### src/rtl/usr_pkg.sv
// Shared encodings for the universal shift register: operation codes and FSM states.
package usr_pkg;

  localparam logic [2:0] OP_NOP   = 3'd0;
  localparam logic [2:0] OP_LOAD  = 3'd1;
  localparam logic [2:0] OP_SHL   = 3'd2;
  localparam logic [2:0] OP_SHR   = 3'd3;
  localparam logic [2:0] OP_SAR   = 3'd4;
  localparam logic [2:0] OP_ROL   = 3'd5;
  localparam logic [2:0] OP_ROR   = 3'd6;
  localparam logic [2:0] OP_CLEAR = 3'd7;

  localparam logic [0:0] ST_IDLE = 1'b0;
  localparam logic [0:0] ST_RUN  = 1'b1;

  // Shifts and rotates are the only ops that may take more than one cycle.
  function automatic logic isShiftOp(input logic [2:0] op);
    return (op == OP_SHL) || (op == OP_SHR) || (op == OP_SAR) ||
           (op == OP_ROL) || (op == OP_ROR);
  endfunction

endpackage

### src/rtl/usr_step.sv
// Single one-bit shift/rotate step: next register value and the bit that leaves it.
module usr_step
  import usr_pkg::*;
#(
  parameter int WIDTH = 16
) (
  input  logic [WIDTH-1:0] val_i,
  input  logic [2:0]       op_i,
  input  logic             sin_i,
  output logic [WIDTH-1:0] next_o,
  output logic             outBit_o
);

  always_comb begin
    next_o   = val_i;
    outBit_o = 1'b0;
    unique case (op_i)
      OP_SHL: begin
        next_o   = {val_i[WIDTH-2:0], sin_i};
        outBit_o = val_i[WIDTH-1];
      end
      OP_SHR: begin
        next_o   = {sin_i, val_i[WIDTH-1:1]};
        outBit_o = val_i[0];
      end
      OP_SAR: begin
        next_o   = {val_i[WIDTH-1], val_i[WIDTH-1:1]};
        outBit_o = val_i[0];
      end
      OP_ROL: begin
        next_o   = {val_i[WIDTH-2:0], val_i[WIDTH-1]};
        outBit_o = val_i[WIDTH-1];
      end
      OP_ROR: begin
        next_o   = {val_i[0], val_i[WIDTH-1:1]};
        outBit_o = val_i[0];
      end
      default: begin
        next_o   = val_i;
        outBit_o = 1'b0;
      end
    endcase
  end

endmodule

### src/rtl/univ_shift_reg.sv
// WIDTH-bit register with load/clear and multi-cycle shifts/rotates driven by a
// start/busy/done handshake; one bit moves per clock while running.
module univ_shift_reg
  import usr_pkg::*;
#(
  parameter int               WIDTH     = 16,
  parameter logic [WIDTH-1:0] RESET_VAL = '0,
  localparam int              AMT_W     = $clog2(WIDTH)
) (
  input  logic             clk,
  input  logic             rst,
  input  logic             start,
  input  logic [2:0]       op,
  input  logic [AMT_W-1:0] amt,
  input  logic [WIDTH-1:0] i,
  input  logic             sin,
  input  logic             abort,
  output logic [WIDTH-1:0] o,
  output logic             sout,
  output logic             busy,
  output logic             done
);

  logic [0:0]       state_q, state_d;
  logic [AMT_W-1:0] count_q, count_d;
  logic [2:0]       op_q, op_d;
  logic [WIDTH-1:0] o_q, o_d;
  logic             sout_q, sout_d;
  logic             busy_q, busy_d;
  logic             done_q, done_d;

  logic [WIDTH-1:0] stepVal;
  logic             stepOut;

  usr_step #(.WIDTH(WIDTH)) stepUnit (
    .val_i    (o_q),
    .op_i     (op_q),
    .sin_i    (sin),
    .next_o   (stepVal),
    .outBit_o (stepOut)
  );

  always_comb begin
    state_d = state_q;
    count_d = count_q;
    op_d    = op_q;
    o_d     = o_q;
    sout_d  = sout_q;
    busy_d  = busy_q;
    done_d  = 1'b0;
    if (state_q == ST_IDLE) begin
      if (start) begin
        if (isShiftOp(op) && (amt != '0)) begin
          op_d    = op;
          count_d = amt;
          busy_d  = 1'b1;
          state_d = ST_RUN;
        end else begin
          done_d = 1'b1;
          if (op == OP_LOAD) begin
            o_d = i;
          end else if (op == OP_CLEAR) begin
            o_d    = '0;
            sout_d = 1'b0;
          end
        end
      end
    end else begin
      // Abort beats the step: the partial result stays put and no done is raised.
      if (abort) begin
        busy_d  = 1'b0;
        state_d = ST_IDLE;
      end else begin
        o_d     = stepVal;
        sout_d  = stepOut;
        count_d = count_q - AMT_W'(1);
        if (count_q == AMT_W'(1)) begin
          busy_d  = 1'b0;
          done_d  = 1'b1;
          state_d = ST_IDLE;
        end
      end
    end
  end

  always_ff @(posedge clk or negedge rst) begin
    if (!rst) begin
      state_q <= ST_IDLE;
      count_q <= '0;
      op_q    <= OP_NOP;
      o_q     <= RESET_VAL;
      sout_q  <= 1'b0;
      busy_q  <= 1'b0;
      done_q  <= 1'b0;
    end else begin
      state_q <= state_d;
      count_q <= count_d;
      op_q    <= op_d;
      o_q     <= o_d;
      sout_q  <= sout_d;
      busy_q  <= busy_d;
      done_q  <= done_d;
    end
  end

  assign o    = o_q;
  assign sout = sout_q;
  assign busy = busy_q;
  assign done = done_q;

endmodule
### config.mk
export PLATFORM = sky130hd
export DESIGN_NAME = univ_shift_reg
export DESIGN_NICKNAME = d
export VERILOG_FILES = /design/src/rtl/usr_pkg.sv /design/src/rtl/usr_step.sv /design/src/rtl/univ_shift_reg.sv
export SDC_FILE = /design/constraint.sdc
export NUM_CORES = 1
export LEC_CHECK = 0
export ABC_AREA = 1
export CAP_MARGIN = 20
export CORE_MARGIN = 2
export CORE_UTILIZATION = 35
export DETAILED_ROUTE_END_ITERATION = 16
export REMOVE_ABC_BUFFERS = 1
export SYNTH_ARGS = -nofsm -noshare
export SYNTH_HDL_FRONTEND = slang
export SYNTH_SLANG_ARGS = --single-unit
export TNS_END_PERCENT = 5
### constraint.sdc
create_clock -name clk -period 1.5 [get_ports clk]
set_clock_uncertainty 0.1 [all_clocks]
set_input_delay 0.3 -clock clk [delete_from_list [all_inputs] [get_ports clk]]
set_output_delay 0.3 -clock clk [all_outputs]
set_load 0.005 [all_outputs]
==> results.py, run 1 <==
metrics = {
    "detailed_routing": {
        "detail_route.wl_per_cell_um": 11.25,
        "antenna_violating_nets_post_route": 0,
        "routed_via_density": 4.424,
        "number_of_optimization_iterations_in_the_first_detailed_route_pass": 4,
        "remaining_drc_errors": 0,
        "first_iter_violations": 69,
        "num_vias": 1911,
        "postRouteWirelength_um": 4861,
    },
    "placed_design": {
        "dpl_worst_slack_ns": -0.4153,
        "io_buffer_count": 46,
        "dp_cells": 411,
        "detailedPlacementHpwl_um": 3436,
        "place.gp.congestion": 0.8462,
        "placed_area_um2": 2554,
    },
    "synth": {
        "post_synth_main_area_contributors": "dfrtp_1 38%, nand2_1 35%, o21ai_0 4.8%, nand3_1 3.9%, inv_1 2.5%",
        "share_of_the_synthesized_area_in_the_top_cell_type": 0.3808,
        "synth.ff_latch_count": 27,
        "fraction_of_registers_with_async_set_or_reset_after_synthesis": 1.000,
        "synth_ff_type": "dfrtp_1",
        "synthCells": 277,
        "post_synth.cell_area_avg_um2": 6.405,
        "synth.yosys.seq_area_share": 0.3808,
        "synth-edff-count": 0,
        "netlist_top_cells_count": "167 x nand2_1, 27 x dfrtp_1, 17 x o21ai_0, 14 x nand3_1, 12 x inv_1",
        "synthMostInstantiatedCell": "nand2_1",
        "synthesis.area_um2": 1774,
        "synth.largest_area_cell": "dfrtp_1",
        "yosysUniqueCellTypes": 23,
        "synth.yosys.warnings": 0,
    },
    "power": {
        "vdd_drop_max_mv": 0.5760,
        "power.static_leakage_nw": 1.568,
        "pwr_density_cell_nw_per_um2": 1334,
        "power.total_mw": 3.705,
    },
    "setup_path": {
        "critical_path.startpoint": "op_q[0]$_DFFE_PN0P_",
        "required_ns": 1.57,
        "critPathKind": "flop to flop",
        "ff2ff_setup_slack_ns": -0.02,
        "r2r_start": "op_q[0]$_DFFE_PN0P_",
        "critical_path_arrival_ns": 1.59,
        "worst-r2r-cell-count": 8,
        "r2r_end": "o[5]$_DFFE_PN0P_",
        "setup.worst_path.start_class": "flop",
        "setup.worst_path.end_class": "flop",
        "worstPathMaxFanout": 15,
    },
    "die": {
        "ioPinCount": 47,
        "floorplan.core_area_um2": 4817,
        "die_h_um": 75.20,
        "dieArea_um2": 5654,
        "width_of_the_die_um": 75.20,
        "fp-row-count": 25,
        "initial_standard_cell_utilization_of_the_core": 0.3683,
    },
    "cts": {
        "clock-sinks": 27,
        "worstSkewPairLatency_ns": 0.27,
        "cts.reportedPaths.clkPinSlew_ns": 0.09,
        "clk_root_buffer_cell": "clkbuf_8",
        "tritoncts": "done",
        "tritoncts.num_buffers": 3,
        "hold_buffers": 0,
        "clockBufferDepth": 2,
        "ctsHtreeMaxLevel": 1,
    },
    "final_layout": {
        "antennaDiodeCount": 0,
        "layout-area-overhead-vs-synth_pct": 56.49,
        "stdcell_count": 432,
        "layout.core_utilization": 0.5764,
        "layout.nets": 396,
        "area.sequential_um2": 676.9,
        "drive_above_1_share": 0.2164,
        "total_area_of_multi_input_combinational_cells_um2": 1036,
        "layout.cell_area.non_filler_um2": 2776,
        "layout.filler_cells": 481,
    },
    "flow_run": {
        "cap_viol_max_count": 0,
    },
    "grt": {
        "grt_overflow": 0,
        "grt_use_total": 0.1784,
        "grt_max_degree": 28,
        "antenna_found_initial": 0,
        "first_global_vias": 1789,
        "grt_pass1_wl_um": 7783,
    },
    "outcome": {
        "run_status": "complete, but fails checks",
        "violations_in_the_final_reports": "setup timing",
    },
    "timing": {
        "timing_worst_slew_pin_value_ns": 0.2576,
        "fmax_mhz": 657.4,
        "tns_ns": -0.1848,
        "relSlewSlack": 0.8277,
        "grt_setup_unrepaired": "yes",
        "hold_violations": 0,
        "min_period_over_period": 1.014,
        "final-max-slew-violation-count": 0,
        "whs_ns": 0.2766,
        "setup_viol": 15,
        "finalWorstSetupSlack_ns": -0.02103,
        "finalCriticalPeriod_ns": 1.521,
    },
    "hold_path": {
        "min_path_type": "input pin to async pin",
    },
}
-- cells by family (layout without fill, tap and decap cells) --
logic type | Yosys count | after routing | share of synthesized area
and+or+nand+nor | 201 | 201 | 0.4633
DFF | 27 | 27 | 0.3808
buffers and inverters | 25 | 113 | 0.06558
AOI/OAI and AO/OA | 21 | 21 | 0.07123
adders and majority gates | 2 | 2 | 0.01410
xor gates and xnor gates | 1 | 1 | 0.004937
-- final cells by class --
type / count / share of cell area
multi-input cells: 225 / 0.3731
repair buffers: 94 / 0.3164
flip-flops and latches: 27 / 0.2438
well taps: 67 / 0.03019
inverters: 15 / 0.02028
clock buffers: 4 / 0.01622
-- registers in the layout, summed over array words and instances (netlist names) --
signal and count:
o 16, state_q 1, op_q 3, busy 1, count_q 4, sout 1
done 1
-- report_power, final --
part / switching [mW] / leakage, nW / internal [mW]
combinational: 1.08 / 1.19 / 1.08
clock: 0.227 / 0.0228 / 0.190
sequential: 0.161 / 0.356 / 0.964
total: 1.47 / 1.57 / 2.24
-- timing repair --
action                     CTS  global route
setup endpoints to repair   38            26
resized for setup           28            16
cloned                       0             0
setup buffers               16             1
pin swaps                    1             7
-- worst max path at each step --
stage | slack (ns) | end | cells past startpoint
6_report | -0.02 | o[5]$_DFFE_PN0P_ | 8
5_1_grt | -0.12 | o[5]$_DFFE_PN0P_ | 11
4_1_cts | -0.03 | o[8]$_DFFE_PN0P_ | 11
3_5_place_dp | -0.42 | o[8]$_DFFE_PN0P_ | 10
3_3_place_gp | -0.39 | o[9]$_DFFE_PN0P_ | 10
2_1_floorplan | -0.29 | o[0]$_DFFE_PN0P_ | 8
-- layout by cell type, fill, tap and decap left out, drive strengths merged, types with 14 or more instances in the layout --
| cell | count |
|---|---|
| inv | 15 |
| nand2 | 167 |
| buf | 48 |
| nor2 | 14 |
| dfrtp | 27 |
| clkdlybuf4s50 | 25 |
| o21ai | 18 |
| nand3 | 15 |
| dlygate4sd2 | 19 |
-- critical path: stages (launching register included) --
cell and delay [ns]:
dfrtp_2 0.48, buf_2 0.17, nand3_1 0.12, nand4_2 0.15
nand2_2 0.12, nor2_4 0.04, buf_12 0.14, nand2_1 0.06
nand2_1 0.04
-- layer usage --
layer  up-vias  wire length (µm)  GRT usage
met4         0                41    0.04678
met3         2               112    0.01606
li1       1035                 -          -
met5         -                 0          0
met2        33              2302     0.2953
met1       841              2405     0.2517
No activity file was read; power rests on OpenSTA's default activity.
==> run 2, diff against run 1 <==
--- a/config.mk
+++ b/config.mk
@@ -11,6 +11,7 @@
 export CORE_UTILIZATION = 35
 export DETAILED_ROUTE_END_ITERATION = 16
 export REMOVE_ABC_BUFFERS = 1
+export SLEW_MARGIN = 15
 export SYNTH_ARGS = -nofsm -noshare
 export SYNTH_HDL_FRONTEND = slang
 export SYNTH_SLANG_ARGS = --single-unit
==> results of run 2 <==
The final DEF is identical to that of run 1; final timing and power are the same.
==> run 3, diff against run 2 <==
--- a/config.mk
+++ b/config.mk
@@ -10,6 +10,7 @@
 export CORE_MARGIN = 2
 export CORE_UTILIZATION = 35
 export DETAILED_ROUTE_END_ITERATION = 16
+export GPL_TIMING_DRIVEN = 0
 export REMOVE_ABC_BUFFERS = 1
 export SLEW_MARGIN = 15
 export SYNTH_ARGS = -nofsm -noshare
==> results.py, run 3 (synthesis gave the netlist of run 1 again) <==
metrics = {
    "final_layout": {
        "total_area_of_multi_input_combinational_cells_um2": 1111,
        "layout.cells.most_common_list": "160 x nand2_1, 30 x buf_4, 22 x dfrtp_1, 22 x dlygate4sd2_1, 18 x clkdlybuf4s50_1",
        "layout.core_utilization": 0.5704,
        "antennaDiodeCount": 0,
        "layout.nets": 386,
        "max_reg_flops": 16,
        "area.sequential_um2": 684.4,
        "most_common_cell_after_layout_fill_and_taps_aside": "nand2_1",
        "drive_above_1_share": 0.2254,
        "layout-area-overhead-vs-synth_pct": 54.87,
        "layout.filler_cells": 465,
    },
    "timing": {
        "timing_worst_slew_pin_value_ns": 0.6469,
        "final-max-slew-violation-count": 0,
        "min_period_over_period": 1.048,
        "hold_violations": 0,
        "tns_ns": -0.5858,
        "relSlewSlack": 0.5687,
        "finalCriticalPeriod_ns": 1.572,
        "fmax_mhz": 636.0,
        "setup_viol": 16,
        "finalWorstSetupSlack_ns": -0.07226,
        "grt_setup_unrepaired": "yes",
    },
    "detailed_routing": {
        "num_vias": 2020,
        "number_of_optimization_iterations_in_the_first_detailed_route_pass": 4,
        "remaining_drc_errors": 0,
        "antenna_violating_nets_post_route": 0,
        "routed_via_density": 4.787,
        "first_iter_violations": 112,
        "postRouteWirelength_um": 5478,
        "detail_route.wl_per_cell_um": 12.98,
    },
    "grt": {
        "grt_max_degree": 28,
        "antenna_found_initial": 0,
        "first_global_vias": 1933,
        "grt_overflow": 0,
        "grt_pass1_wl_um": 8976,
        "grt_use_total": 0.2089,
    },
    "power": {
        "swShare": 0.4227,
        "share_clk_of_total_power": 0.115,
        "pwr_density_cell_nw_per_um2": 1372,
        "pwr-share-seq": 0.312,
        "power_switching_mw": 1.593,
        "vdd_drop_max_mv": 0.5670,
        "cell_internal_pwr_mw": 2.176,
        "comb_power_share": 0.573,
        "power.static_leakage_nw": 1.524,
    },
    "cts": {
        "cts.reportedPaths.clkPinSlew_ns": 0.09,
        "tritoncts": "done",
        "worstSkewPairLatency_ns": 0.28,
        "ctsHtreeMaxLevel": 1,
        "clockBufferDepth": 2,
        "clock-sinks": 27,
        "tritoncts.num_buffers": 3,
        "clk_root_buffer_cell": "clkbuf_8",
    },
    "setup_path": {
        "required_ns": 1.58,
        "critPathKind": "flop to flop",
        "worstPathMaxFanout": 7,
        "cp_num_buf_inv": 2,
        "setup.worst_path.end_class": "flop",
        "critical_path_arrival_ns": 1.65,
        "cp_slowest_cell": "dfrtp_2",
        "cp_slowest_stage_delay_ns": 0.46,
        "critPathTopFamily": "simple AND/OR/NAND/NOR gates",
        "setup.worst_path.start_class": "flop",
        "cp_cell_sequence": "buf_4 > nand3_2 > nand4_4 > buf_4 > nand3_2 > nand2_1 > nand2_1",
    },
    "hold_path": {
        "min_path_type": "input pin to flop",
    },
    "outcome": {
        "run_status": "complete, but fails checks",
        "violations_in_the_final_reports": "setup timing",
    },
    "die": {
        "floorplan.core_area_um2": 4817,
        "dieArea_um2": 5654,
        "initial_standard_cell_utilization_of_the_core": 0.3683,
        "fp-row-count": 25,
        "ioPinCount": 47,
        "width_of_the_die_um": 75.20,
        "die_h_um": 75.20,
    },
    "placed_design": {
        "place.gp.congestion": 0.8159,
        "detailedPlacementHpwl_um": 3022,
        "io_buffer_count": 46,
    },
    "flow_run": {
        "cap_viol_max_count": 0,
    },
}
## run 3: tightest hold or removal path: stages
cell and delay (ns):
dlymetal6s2s_1 0.11, nand2_1 0.05, o21ai_0 0.06, nand2_1 0.05, o21ai_0 0.06
## run 3: final timing paths
path | endpoint | depth (start not counted) | from | slack [ns]
min in group asynchronous | count_q[0]$_DFFE_PN0P_ | 2 | rst | 0.47
hold reg to reg | sout$_DFFE_PN0P_ | 2 | sout$_DFFE_PN0P_ | 0.40
setup reg to reg | o[3]$_DFFE_PN0P_ | 7 | op_q[2]$_DFFE_PN0P_ | -0.07
max in group asynchronous | state_q$_DFF_PN0_ | 2 | rst | 0.35
setup / recovery | o[3]$_DFFE_PN0P_ | 7 | op_q[2]$_DFFE_PN0P_ | -0.07
hold / removal | count_q[0]$_DFFE_PN0P_ | 5 | amt[0] | 0.28
## run 3: area by class of cell
| type | instances | share of cell area |
|---|---|---|
| multi-input cells | 226 | 0.4044 |
| repair buffers | 83 | 0.2764 |
| flip-flops and latches | 27 | 0.2491 |
| well taps | 67 | 0.03051 |
| inverters | 15 | 0.02322 |
| clock buffers | 4 | 0.01639 |
## run 3: layer usage
layer | part of all wire | wire length (µm) | vias up | track usage
met1 | 0.45 | 2474 | 943 | 0.2589
met4 | 0.016 | 87 | 0 | 0.05653
met2 | 0.49 | 2698 | 46 | 0.3772
met3 | 0.040 | 217 | 8 | 0.03213
met5 | 0 | 0 | - | 0
li1 | - | - | 1023 | -
## run 3: timing repair
action                     CTS  global route
gates cloned                 1             0
hold buffers                 1             0
pin swaps                    7             8
setup endpoints to repair   46            21
buffers inserted            33             3
hold endpoints to repair    27             0
resized for setup           59            17
## run 3: stage by stage
stage	hold WS (ns)	worst slack (ns)	std cells	area [µm²]	power, mW
2_1_floorplan	-0.09559	-0.2883	267	1714	2.051
3_3_place_gp	0.3858	-0.9174	380	2258	2.686
3_5_place_dp	0.2639	-0.9450	380	2253	2.703
4_1_cts	0.3711	-0.01476	419	2679	3.641
5_1_grt	0.3255	-0.1408	422	2748	4.076
6_report	0.2816	-0.07226	422	2748	3.769
## run 3: power groups by stage
stage / logic [mW] / clock network (mW) / registers [mW]
final: 2.16 / 0.432 / 1.18
after global routing: 2.39 / 0.477 / 1.20
after CTS: 2.03 / 0.452 / 1.16
after detailed placement: 1.41 / 0 / 1.29
after global placement: 1.39 / 0 / 1.29
after floorplan: 0.826 / 0 / 1.22
